==> src/rtl/section_coeff_bank_pkg.sv <==
// Shared types and defaults for the section coefficient bank: coefficient
// widths, unity stdev reset value and the mean/stdev select encoding.
package section_coeff_bank_pkg;

    localparam int unsigned COEF_W_DEF = 32;
    localparam int unsigned DATA_W_DEF = 16;

    // Unity in Q16.16.
    localparam logic [COEF_W_DEF-1:0] STD_RESET = 32'h0001_0000;

    typedef enum logic {
        SEL_MEAN = 1'b0,
        SEL_STD  = 1'b1
    } coef_sel_e;

    typedef struct packed {
        logic [COEF_W_DEF-1:0] mean;
        logic [COEF_W_DEF-1:0] std;
    } coef_pair_t;

endpackage

==> src/rtl/section_coeff_bank_if.sv <==
// Config, sample-in and tagged-sample-out signals of the section coefficient bank.
interface section_coeff_bank_if #(
    parameter int unsigned SEC_W  = 2,
    parameter int unsigned COEF_W = 32,
    parameter int unsigned DATA_W = 16
) ();

    logic              cfg_wr_en;
    logic [SEC_W-1:0]  cfg_wr_sec;
    logic              cfg_wr_sel;
    logic [COEF_W-1:0] cfg_wr_data;
    logic              cfg_commit;
    logic              cfg_commit_done;

    logic              in_valid;
    logic [SEC_W-1:0]  in_section;
    logic [DATA_W-1:0] in_data;

    logic              out_valid;
    logic [DATA_W-1:0] out_data;
    logic [COEF_W-1:0] out_mean;
    logic [COEF_W-1:0] out_std;
    logic              out_sec_err;
    logic [15:0]       err_count;

    modport master (
        output cfg_wr_en, cfg_wr_sec, cfg_wr_sel, cfg_wr_data, cfg_commit,
        output in_valid, in_section, in_data,
        input  cfg_commit_done,
        input  out_valid, out_data, out_mean, out_std, out_sec_err, err_count
    );

    modport slave (
        input  cfg_wr_en, cfg_wr_sec, cfg_wr_sel, cfg_wr_data, cfg_commit,
        input  in_valid, in_section, in_data,
        output cfg_commit_done,
        output out_valid, out_data, out_mean, out_std, out_sec_err, err_count
    );

endinterface

==> src/rtl/section_coeff_bank_dbuf.sv <==
// Double-buffered mean/stdev bank: shadow written by config, active copied
// from shadow on commit, combinational read of the active bank.
module coef_dbuf_bank
    import section_coeff_bank_pkg::*;
#(
    parameter int unsigned       NUM_SECTIONS = 4,
    parameter int unsigned       SEC_W        = 2,
    parameter int unsigned       COEF_W       = 32,
    parameter logic [COEF_W-1:0] STD_RESET    = COEF_W'(section_coeff_bank_pkg::STD_RESET)
) (
    input  logic              clk,
    input  logic              rst_n,
    input  logic              wr_en,
    input  logic [SEC_W-1:0]  wr_sec,
    input  logic              wr_sel,
    input  logic [COEF_W-1:0] wr_data,
    input  logic              commit,
    input  logic [SEC_W-1:0]  rd_sec,
    output logic [COEF_W-1:0] rd_mean,
    output logic [COEF_W-1:0] rd_std
);

    logic [COEF_W-1:0] sh_mean  [NUM_SECTIONS];
    logic [COEF_W-1:0] sh_std   [NUM_SECTIONS];
    logic [COEF_W-1:0] act_mean [NUM_SECTIONS];
    logic [COEF_W-1:0] act_std  [NUM_SECTIONS];
    logic [COEF_W-1:0] nx_mean  [NUM_SECTIONS];
    logic [COEF_W-1:0] nx_std   [NUM_SECTIONS];

    // Next shadow contents; commit copies this so a same-cycle write is included.
    // Out-of-range write indices match no entry and are dropped.
    always_comb begin
        for (int unsigned i = 0; i < NUM_SECTIONS; i++) begin
            nx_mean[i] = sh_mean[i];
            nx_std[i]  = sh_std[i];
            if (wr_en && wr_sec == i[SEC_W-1:0]) begin
                if (coef_sel_e'(wr_sel) == SEL_STD) begin
                    nx_std[i] = wr_data;
                end else begin
                    nx_mean[i] = wr_data;
                end
            end
        end
    end

    always_ff @(posedge clk or negedge rst_n) begin
        if (!rst_n) begin
            for (int unsigned i = 0; i < NUM_SECTIONS; i++) begin
                sh_mean[i]  <= '0;
                sh_std[i]   <= STD_RESET;
                act_mean[i] <= '0;
                act_std[i]  <= STD_RESET;
            end
        end else begin
            for (int unsigned i = 0; i < NUM_SECTIONS; i++) begin
                sh_mean[i] <= nx_mean[i];
                sh_std[i]  <= nx_std[i];
                if (commit) begin
                    act_mean[i] <= nx_mean[i];
                    act_std[i]  <= nx_std[i];
                end
            end
        end
    end

    always_comb begin
        rd_mean = '0;
        rd_std  = '0;
        for (int unsigned i = 0; i < NUM_SECTIONS; i++) begin
            if (rd_sec == i[SEC_W-1:0]) begin
                rd_mean = act_mean[i];
                rd_std  = act_std[i];
            end
        end
    end

endmodule

==> src/rtl/section_coeff_bank.sv <==
// Tags each ADC sample with the active mean/stdev of its section through a
// fixed two-stage pipeline; flags and counts out-of-range section indices.
module section_coeff_bank
    import section_coeff_bank_pkg::*;
#(
    parameter int unsigned       NUM_SECTIONS = 4,
    parameter int unsigned       SEC_W        = 2,
    parameter int unsigned       COEF_W       = COEF_W_DEF,
    parameter int unsigned       DATA_W       = DATA_W_DEF,
    parameter logic [COEF_W-1:0] STD_RESET    = COEF_W'(section_coeff_bank_pkg::STD_RESET)
) (
    input  logic                clk,
    input  logic                rst_n,
    section_coeff_bank_if.slave bus
);

    localparam logic [SEC_W:0] NUM_SEC = NUM_SECTIONS[SEC_W:0];

    logic              s1_valid;
    logic [SEC_W-1:0]  s1_sec;
    logic [DATA_W-1:0] s1_data;
    logic              s1_err;
    logic [COEF_W-1:0] rd_mean;
    logic [COEF_W-1:0] rd_std;

    logic              commit_done;
    logic              out_valid;
    logic [DATA_W-1:0] out_data;
    logic [COEF_W-1:0] out_mean;
    logic [COEF_W-1:0] out_std;
    logic              out_sec_err;
    logic [15:0]       err_count;

    coef_dbuf_bank #(
        .NUM_SECTIONS (NUM_SECTIONS),
        .SEC_W        (SEC_W),
        .COEF_W       (COEF_W),
        .STD_RESET    (STD_RESET)
    ) u_bank (
        .clk     (clk),
        .rst_n   (rst_n),
        .wr_en   (bus.cfg_wr_en),
        .wr_sec  (bus.cfg_wr_sec),
        .wr_sel  (bus.cfg_wr_sel),
        .wr_data (bus.cfg_wr_data),
        .commit  (bus.cfg_commit),
        .rd_sec  (s1_sec),
        .rd_mean (rd_mean),
        .rd_std  (rd_std)
    );

    // The bank read returns zero for out-of-range indices.
    assign s1_err = ({1'b0, s1_sec} >= NUM_SEC);

    always_ff @(posedge clk or negedge rst_n) begin
        if (!rst_n) begin
            s1_valid    <= 1'b0;
            s1_sec      <= '0;
            s1_data     <= '0;
            commit_done <= 1'b0;
            out_valid   <= 1'b0;
            out_data    <= '0;
            out_mean    <= '0;
            out_std     <= '0;
            out_sec_err <= 1'b0;
            err_count   <= '0;
        end else begin
            s1_valid    <= bus.in_valid;
            s1_sec      <= bus.in_section;
            s1_data     <= bus.in_data;
            commit_done <= bus.cfg_commit;
            out_valid   <= s1_valid;
            out_sec_err <= s1_valid && s1_err;
            if (s1_valid) begin
                out_data <= s1_data;
                out_mean <= rd_mean;
                out_std  <= rd_std;
                if (s1_err && err_count != '1) begin
                    err_count <= err_count + 16'd1;
                end
            end
        end
    end

    assign bus.cfg_commit_done = commit_done;
    assign bus.out_valid       = out_valid;
    assign bus.out_data        = out_data;
    assign bus.out_mean        = out_mean;
    assign bus.out_std         = out_std;
    assign bus.out_sec_err     = out_sec_err;
    assign bus.err_count       = err_count;

endmodule
==> src/flat_wrapper.sv <==
// flat-port wrapper written by rule: the top's interface ports become plain ports
module section_coeff_bank_flat import section_coeff_bank_pkg::*;
#(
    parameter int unsigned       NUM_SECTIONS = 4,
    parameter int unsigned       SEC_W        = 2,
    parameter int unsigned       COEF_W       = COEF_W_DEF,
    parameter int unsigned       DATA_W       = DATA_W_DEF,
    parameter logic [COEF_W-1:0] STD_RESET    = COEF_W'(section_coeff_bank_pkg::STD_RESET)
)
  (clk, rst_n, bus_cfg_wr_en, bus_cfg_wr_sec, bus_cfg_wr_sel, bus_cfg_wr_data, bus_cfg_commit, bus_in_valid, bus_in_section, bus_in_data, bus_cfg_commit_done, bus_out_valid, bus_out_data, bus_out_mean, bus_out_std, bus_out_sec_err, bus_err_count);
  section_coeff_bank_if #(.SEC_W(SEC_W), .COEF_W(COEF_W), .DATA_W(DATA_W)) bus_i ();
  input  logic clk;
  input  logic rst_n;
  input wire logic [$bits(bus_i.cfg_wr_en)-1:0] bus_cfg_wr_en;
  input wire logic [$bits(bus_i.cfg_wr_sec)-1:0] bus_cfg_wr_sec;
  input wire logic [$bits(bus_i.cfg_wr_sel)-1:0] bus_cfg_wr_sel;
  input wire logic [$bits(bus_i.cfg_wr_data)-1:0] bus_cfg_wr_data;
  input wire logic [$bits(bus_i.cfg_commit)-1:0] bus_cfg_commit;
  input wire logic [$bits(bus_i.in_valid)-1:0] bus_in_valid;
  input wire logic [$bits(bus_i.in_section)-1:0] bus_in_section;
  input wire logic [$bits(bus_i.in_data)-1:0] bus_in_data;
  output wire logic [$bits(bus_i.cfg_commit_done)-1:0] bus_cfg_commit_done;
  output wire logic [$bits(bus_i.out_valid)-1:0] bus_out_valid;
  output wire logic [$bits(bus_i.out_data)-1:0] bus_out_data;
  output wire logic [$bits(bus_i.out_mean)-1:0] bus_out_mean;
  output wire logic [$bits(bus_i.out_std)-1:0] bus_out_std;
  output wire logic [$bits(bus_i.out_sec_err)-1:0] bus_out_sec_err;
  output wire logic [$bits(bus_i.err_count)-1:0] bus_err_count;
  assign bus_i.cfg_wr_en = bus_cfg_wr_en;
  assign bus_i.cfg_wr_sec = bus_cfg_wr_sec;
  assign bus_i.cfg_wr_sel = bus_cfg_wr_sel;
  assign bus_i.cfg_wr_data = bus_cfg_wr_data;
  assign bus_i.cfg_commit = bus_cfg_commit;
  assign bus_i.in_valid = bus_in_valid;
  assign bus_i.in_section = bus_in_section;
  assign bus_i.in_data = bus_in_data;
  assign bus_cfg_commit_done = bus_i.cfg_commit_done;
  assign bus_out_valid = bus_i.out_valid;
  assign bus_out_data = bus_i.out_data;
  assign bus_out_mean = bus_i.out_mean;
  assign bus_out_std = bus_i.out_std;
  assign bus_out_sec_err = bus_i.out_sec_err;
  assign bus_err_count = bus_i.err_count;
  section_coeff_bank #(.NUM_SECTIONS(NUM_SECTIONS), .SEC_W(SEC_W), .COEF_W(COEF_W), .DATA_W(DATA_W), .STD_RESET(STD_RESET)) u_core (.clk(clk), .rst_n(rst_n), .bus(bus_i));
endmodule
==> config.mk <==
export PLATFORM = sky130hd
export DESIGN_NAME = section_coeff_bank_flat
export DESIGN_NICKNAME = d
export VERILOG_FILES = /design/src/rtl/section_coeff_bank_pkg.sv /design/src/rtl/section_coeff_bank_if.sv /design/src/rtl/section_coeff_bank_dbuf.sv /design/src/rtl/section_coeff_bank.sv /design/src/flat_wrapper.sv
export SDC_FILE = /design/constraint.sdc
export NUM_CORES = 1
export LEC_CHECK = 0
export CAP_MARGIN = 20
export CORE_MARGIN = 4
export CORE_UTILIZATION = 53
export CTS_CLUSTER_DIAMETER = 40
export CTS_CLUSTER_SIZE = 10
export DETAILED_ROUTE_END_ITERATION = 10
export GPL_TIMING_DRIVEN = 0
export PLACE_DENSITY_LB_ADDON = 0.08
export SLEW_MARGIN = 10
export SYNTH_ARGS = -nofsm -noshare
export SYNTH_HDL_FRONTEND = slang
export SYNTH_SLANG_ARGS = --single-unit
export TNS_END_PERCENT = 20
==> constraint.sdc <==
create_clock -name clk -period 1.5 [get_ports clk]
set_input_delay 0.3 -clock clk [delete_from_list [all_inputs] [get_ports clk]]
set_output_delay 0.3 -clock clk [all_outputs]
set_load 0.005 [all_outputs]
; ---- Word level (Yosys, flattened, before mapping)
; Cells that the tools add are included.
[word_totals]
ram_bits = 0
elab_cells = 60
romBits = 0
out_inout_bits = 99
register_bits = 613
n_memories = 0
latch_bits = 0
inputBits = 58
[classes]
n_eq_ne = 6
n_lt_le_gt_ge = 0
n_reduce_logical = 6
muxes = 24
add_sub_neg = 0
shifts = 0
div_mod_pow = 0
multipliers = 0
bitwise = 0
[op_table]
columns = operator, count
row1 = $mux W32, 24
row2 = $eq A2 B2 Y1 const B, 4
row3 = $eq A2 B1 Y1 const B, 2
row4 = $logic_and A1 B1 Y1, 4
row5 = $logic_not A2 Y1, 2

; ---- Logic depth before layout (Yosys ltp)
[logic_depth]
word_depth = 5
depth_mapped = 6

; ---- Modules after synthesis
; From an unflattened synthesis, not the netlist that was laid out.
[unflattened]
hier_cells = 1377
area_unflattened_um2 = 25642.1
[modules_own_cells]
columns = mod, area_each_um2, cells_per_inst, instances
row1 = coef_dbuf_bank, 21610.7, 1169, 1
row2 = section_coeff_bank, 4031.4, 208, 1

; ---- Worst setup path before layout
; No wires, ideal clock.
[synth_path]
kind = input -> register
from = input port bus_cfg_wr_sel
to = register u_core.u_bank.act_mean[100] (netlist name)
cell_stages = 5
arrival_time_ns = 1.653
path_buffers = 2
setup_time_ns = 0.127
path_slack_ns = -0.280
cell_sequence = buf_6 > nor4b_4 > buf_6 > mux2_4 > mux2_1
[synth_lines]
columns = item, line_no
row1 = start: declaration, flat_wrapper.sv:16  ; input wire logic [$bits(bus_i.cfg_wr_sel)-1:0] bus_cfg_wr_sel;
row2 = end signal: indexed assignment, section_coeff_bank_dbuf.sv:59  ; act_mean[i] <= nx_mean[i];
row3 = end: declaration, section_coeff_bank_dbuf.sv:25  ; logic [COEF_W-1:0] act_mean [NUM_SECTIONS];

; ---- Final worst setup path
[layout_path]
from = register u_core.s1_sec[0]
to = register u_core.out_std[1] (netlist: u_core.bus.out_std[1])
[layout_between]
elab_chain_cells = 5
[layout_lines]
columns = item, line_no
row1 = start: declaration, section_coeff_bank.sv:20  ; logic [SEC_W-1:0] s1_sec;
row2 = start signal: assignment, section_coeff_bank.sv:69  ; s1_sec <= bus.in_section;
row3 = $logic_not A2 Y1, section_coeff_bank_dbuf.sv:70  ; if (rd_sec == i[SEC_W-1:0]) begin
row4 = $mux W32 (3 in series), section_coeff_bank_dbuf.sv:70
row5 = $mux W32 (*), section_coeff_bank_dbuf.sv:70
row6 = end signal: assignment, section_coeff_bank.sv:77  ; out_std <= rd_std;
row7 = end: declaration, section_coeff_bank.sv:30  ; logic [COEF_W-1:0] out_std;
; Mark *: on every way between the ends. The rest lies on a longest branch, timed or not.
; A chain may end at the register's enable or synchronous reset.

==> impl_metrics.env <==
export IMPL_fp_row_count=79
export IMPL_setup_viol=64
export IMPL_rsz0062_at_grt="yes"
export IMPL_io_buffers=135
export IMPL_num_vias=12500
export IMPL_floorplan_initialDensity_pct=53.8
export IMPL_htree_levels=3
export IMPL_ant_nets=0
export IMPL_nets=1690
export IMPL_wirelength_mm=53.1
export IMPL_grt_max_degree=116
export IMPL_worstPathMaxFanout=10
export IMPL_synthCells=1377
export IMPL_overflow=0
export IMPL_final_hold_viol_count=143
export IMPL_violations="hold timing, setup timing"
export IMPL_drc=0
export IMPL_syn_area_per_cell_sq_um=18.3
export IMPL_status="finished, violations left"
export IMPL_ir_worst_vdd_v=0.00102
export IMPL_grt_usage_pct=21.6
export IMPL_seq_area_frac_synth_pct=61.1
export IMPL_synthToLayoutAreaGrowth_pct=21.6
export IMPL_dp_cells=2142
export IMPL_synth_area_sq_um=25100
export IMPL_max_freq_ghz=0.598
export IMPL_pin_count=157
export IMPL_cap_violations=0
export IMPL_ys_ff_latch=613
export IMPL_drtIter0Drc=631
export IMPL_finalCritPeriodShare_pct=111
export IMPL_synth_top_area_share_pct=60.2
export IMPL_gp_congestion=0.746
export IMPL_worst_pin_slew_ns=0.627
export IMPL_cp_cell_sequence="buf_12 > buf_12 > mux4_2 > mux2_4"
export IMPL_cp_start_kind="flop"
export IMPL_die_h_um=226
export IMPL_cp_common_cell="buf_12"
export IMPL_cp_required_ns=2.00
export IMPL_end_kind="flop"
export IMPL_layout_drive_gt1_share_pct=59.2
export IMPL_finish_instance_area_sq_um=30600
export IMPL_period_needed_ns=1.67
export IMPL_worst_path_max_delay_cell="mux4_2"
export IMPL_clkSinkCount=613
export IMPL_path_class="reg -> reg"
export IMPL_clock_insertion_delay_worst_skew_ns=0.63
export IMPL_synth_top_area_cell="dfrtp_1"
export IMPL_design_die_area_sq_um=51000
export IMPL_die_width_um=226
export IMPL_cts_root_buf="clkbuf_16"
export IMPL_worstPathArrival_ns=2.17
export IMPL_cts_tree="done"
export IMPL_antenna_found_initial=2
export IMPL_p_leak_nw=14.0
export IMPL_hold_class="in -> async"
export IMPL_max_slew_margin_pct=58.0
export IMPL_dpl_cell_area_sq_um=27600
export IMPL_grt_pass1_wl_mm=83.7
export IMPL_final_setup_worst_slack_ns=-0.172
export IMPL_fin_worst_skew_ns=0.0185
export IMPL_wl_per_cell_um=23.1
export IMPL_synth_cell_types=19
export IMPL_cts_buffer_depth=3
export IMPL_power_density_nw_per_um2=1710
export IMPL_design_core_area_sq_um=46800
export IMPL_synth_area_top_cells="dfrtp_1 (60%), mux2_2 (16%), mux2_4 (12%)"
export IMPL_fin_worst_hold_slack_ns=-0.448
export IMPL_fin_cells=2300
export IMPL_yosys_warnings=0
export IMPL_slew_violations=0
export IMPL_grt_pass1_vias=14100
export IMPL_hpwlAfterDp_mm=33.4
export IMPL_cts_buffers=89
export IMPL_first_pass_iters=4
export IMPL_cpPeakStageDelay_ns=0.55
export IMPL_clk_pin_slew_ns=0.05
export IMPL_viasPerCell=5.43
==> cell usage after synthesis, drive strengths merged <==
cell and number:
buf 75, nand4 1, mux4 64, mux2 592
conb 1, nor4bb 3, dfrtp 605, clkbuf 24
nor4b 1, dfstp 8, nand4b 3
==> registers in the layout (all words and copies together), names as in the netlist <==
signal / count
u_core.s1_data: 16
u_core.s1_sec: 2
u_core.bus.out_valid: 1
u_core.u_bank.sh_mean: 128
u_core.u_bank.act_mean: 128
u_core.bus.out_mean: 32
u_core.bus.out_data: 16
u_core.u_bank.sh_std: 128
u_core.s1_valid: 1
u_core.bus.cfg_commit_done: 1
u_core.u_bank.act_std: 128
u_core.bus.out_std: 32
==> routing by layer <==
| metal | vias up | track usage [%] | share of wire (%) |
|---|---|---|---|
| met5 | - | 0 | 0.024 |
| met2 | 208 | 34.3 | 48 |
| li1 | 5473 | - | - |
| met3 | 63 | 4.24 | 3.8 |
| met4 | 2 | 4.82 | 1.5 |
| met1 | 6751 | 31.3 | 47 |
==> layout by cell type, fill, tap and decap left out <==
cell | Yosys | layout
nand4b_4 | 3 | 3
dfstp_2 | 8 | 8
dfrtp_1 | 605 | 603
buf_6 | 15 | 14
inv_6 | 0 | 7
clkinv_4 | 0 | 3
mux2_2 | 355 | 326
buf_16 | 0 | 6
nor4b_4 | 1 | 1
clkbuf_1 | 22 | 15
clkbuf_4 | 0 | 9
clkinv_2 | 0 | 9
nand4_4 | 1 | 1
inv_16 | 0 | 5
dfrtp_2 | 0 | 2
clkinvlp_4 | 0 | 7
clkbuf_16 | 0 | 89
nor4bb_1 | 3 | 3
dlygate4sd3_1 | 0 | 1
diode_2 | 0 | 1
clkbuf_8 | 1 | 4
mux4_2 | 64 | 64
clkdlybuf4s50_1 | 0 | 51
buf_2 | 9 | 37
dlymetal6s2s_1 | 0 | 1
buf_4 | 26 | 35
mux2_4 | 207 | 266
bufinv_16 | 0 | 13
clkbuf_2 | 1 | 73
conb_1 | 1 | 17
buf_12 | 9 | 19
==> layout make-up <==
| class | instances | area (sq um) |
|---|---|---|
| diodes | 1 | 2.50 |
| plain buffers | 99 | 953 |
| clock buffers | 107 | 2320 |
| clock inverters | 44 | 676 |
| fillers | 3399 | 16200 |
| multi-input cells | 681 | 9320 |
| flip-flops and latches | 613 | 15400 |
| well taps | 607 | 759 |
| repair buffers | 148 | 1180 |
==> per-stage QoR <==
step	TNS [ns]	hold WS, ns	total power (W)	utilization, %	setup slack, ns
global placement	-	0.357	0.0315	58.7	-26.48
CTS	-11.83	-0.404	0.0529	65.9	-0.173
floorplan	-34.78	0.00441	0.0282	-	-0.239
finish	-7.75	-0.448	0.0522	65.4	-0.172
global route	-11.29	-0.438	0.0546	65.4	-0.216
detailed placement	-403.21	0.270	0.0319	59.1	-1.31
==> worst max-delay path, delay by kind of cell (launching register included) <==
kind	cells	cell delay (ns)
buf+inv	2	0.34
flops	1	0.37
mux	2	0.83
==> final timing paths <==
path                                            start                                  end  slack (ns)  depth (start not counted)
hold / removal                                  rst_n  u_core.bus.out_mean[23]$_DFFE_PN0P_       -0.45                          1
min in group clk                       bus_cfg_wr_sel   u_core.u_bank.sh_std[31]$_DFF_PN0_        0.11                          3
setup / recovery           u_core.s1_sec[0]$_DFF_PN0_    u_core.bus.out_std[1]$_DFFE_PN0P_       -0.17                          4
hold reg to reg             u_core.s1_valid$_DFF_PN0_       u_core.bus.out_valid$_DFF_PN0_        0.37                          0
max in group asynchronous                       rst_n   u_core.u_bank.sh_std[48]$_DFF_PN1_        0.38                          4
setup reg to reg           u_core.s1_sec[0]$_DFF_PN0_    u_core.bus.out_std[1]$_DFFE_PN0P_       -0.17                          4
==> cells by family (layout without fill, tap and decap cells) <==
logic type	after synthesis	after routing	share of synthesized area (%)
buf+inv	99	398	2.99
flops	613	613	61.1
mux	656	656	35.3
other cells	1	18	0.0149
simple gates	8	8	0.582
==> what timing repair did <==
action | CTS | global route
endpoints found under the setup margin | 402 | 175
resized for setup | 314 | 77
hold endpoints to repair | 60 | 61
cloned | 0 | 0
buffers inserted | 5 | 0
==> where the power goes <==
part	switching [W]	total [W]	internal [W]	leakage, nW
sequential	0.00185	0.0225	0.0207	7.34
combinational	0.00298	0.00868	0.00571	5.25
clock	0.00763	0.0210	0.0134	1.45
Note: power is estimated with default switching activity, not from simulation.
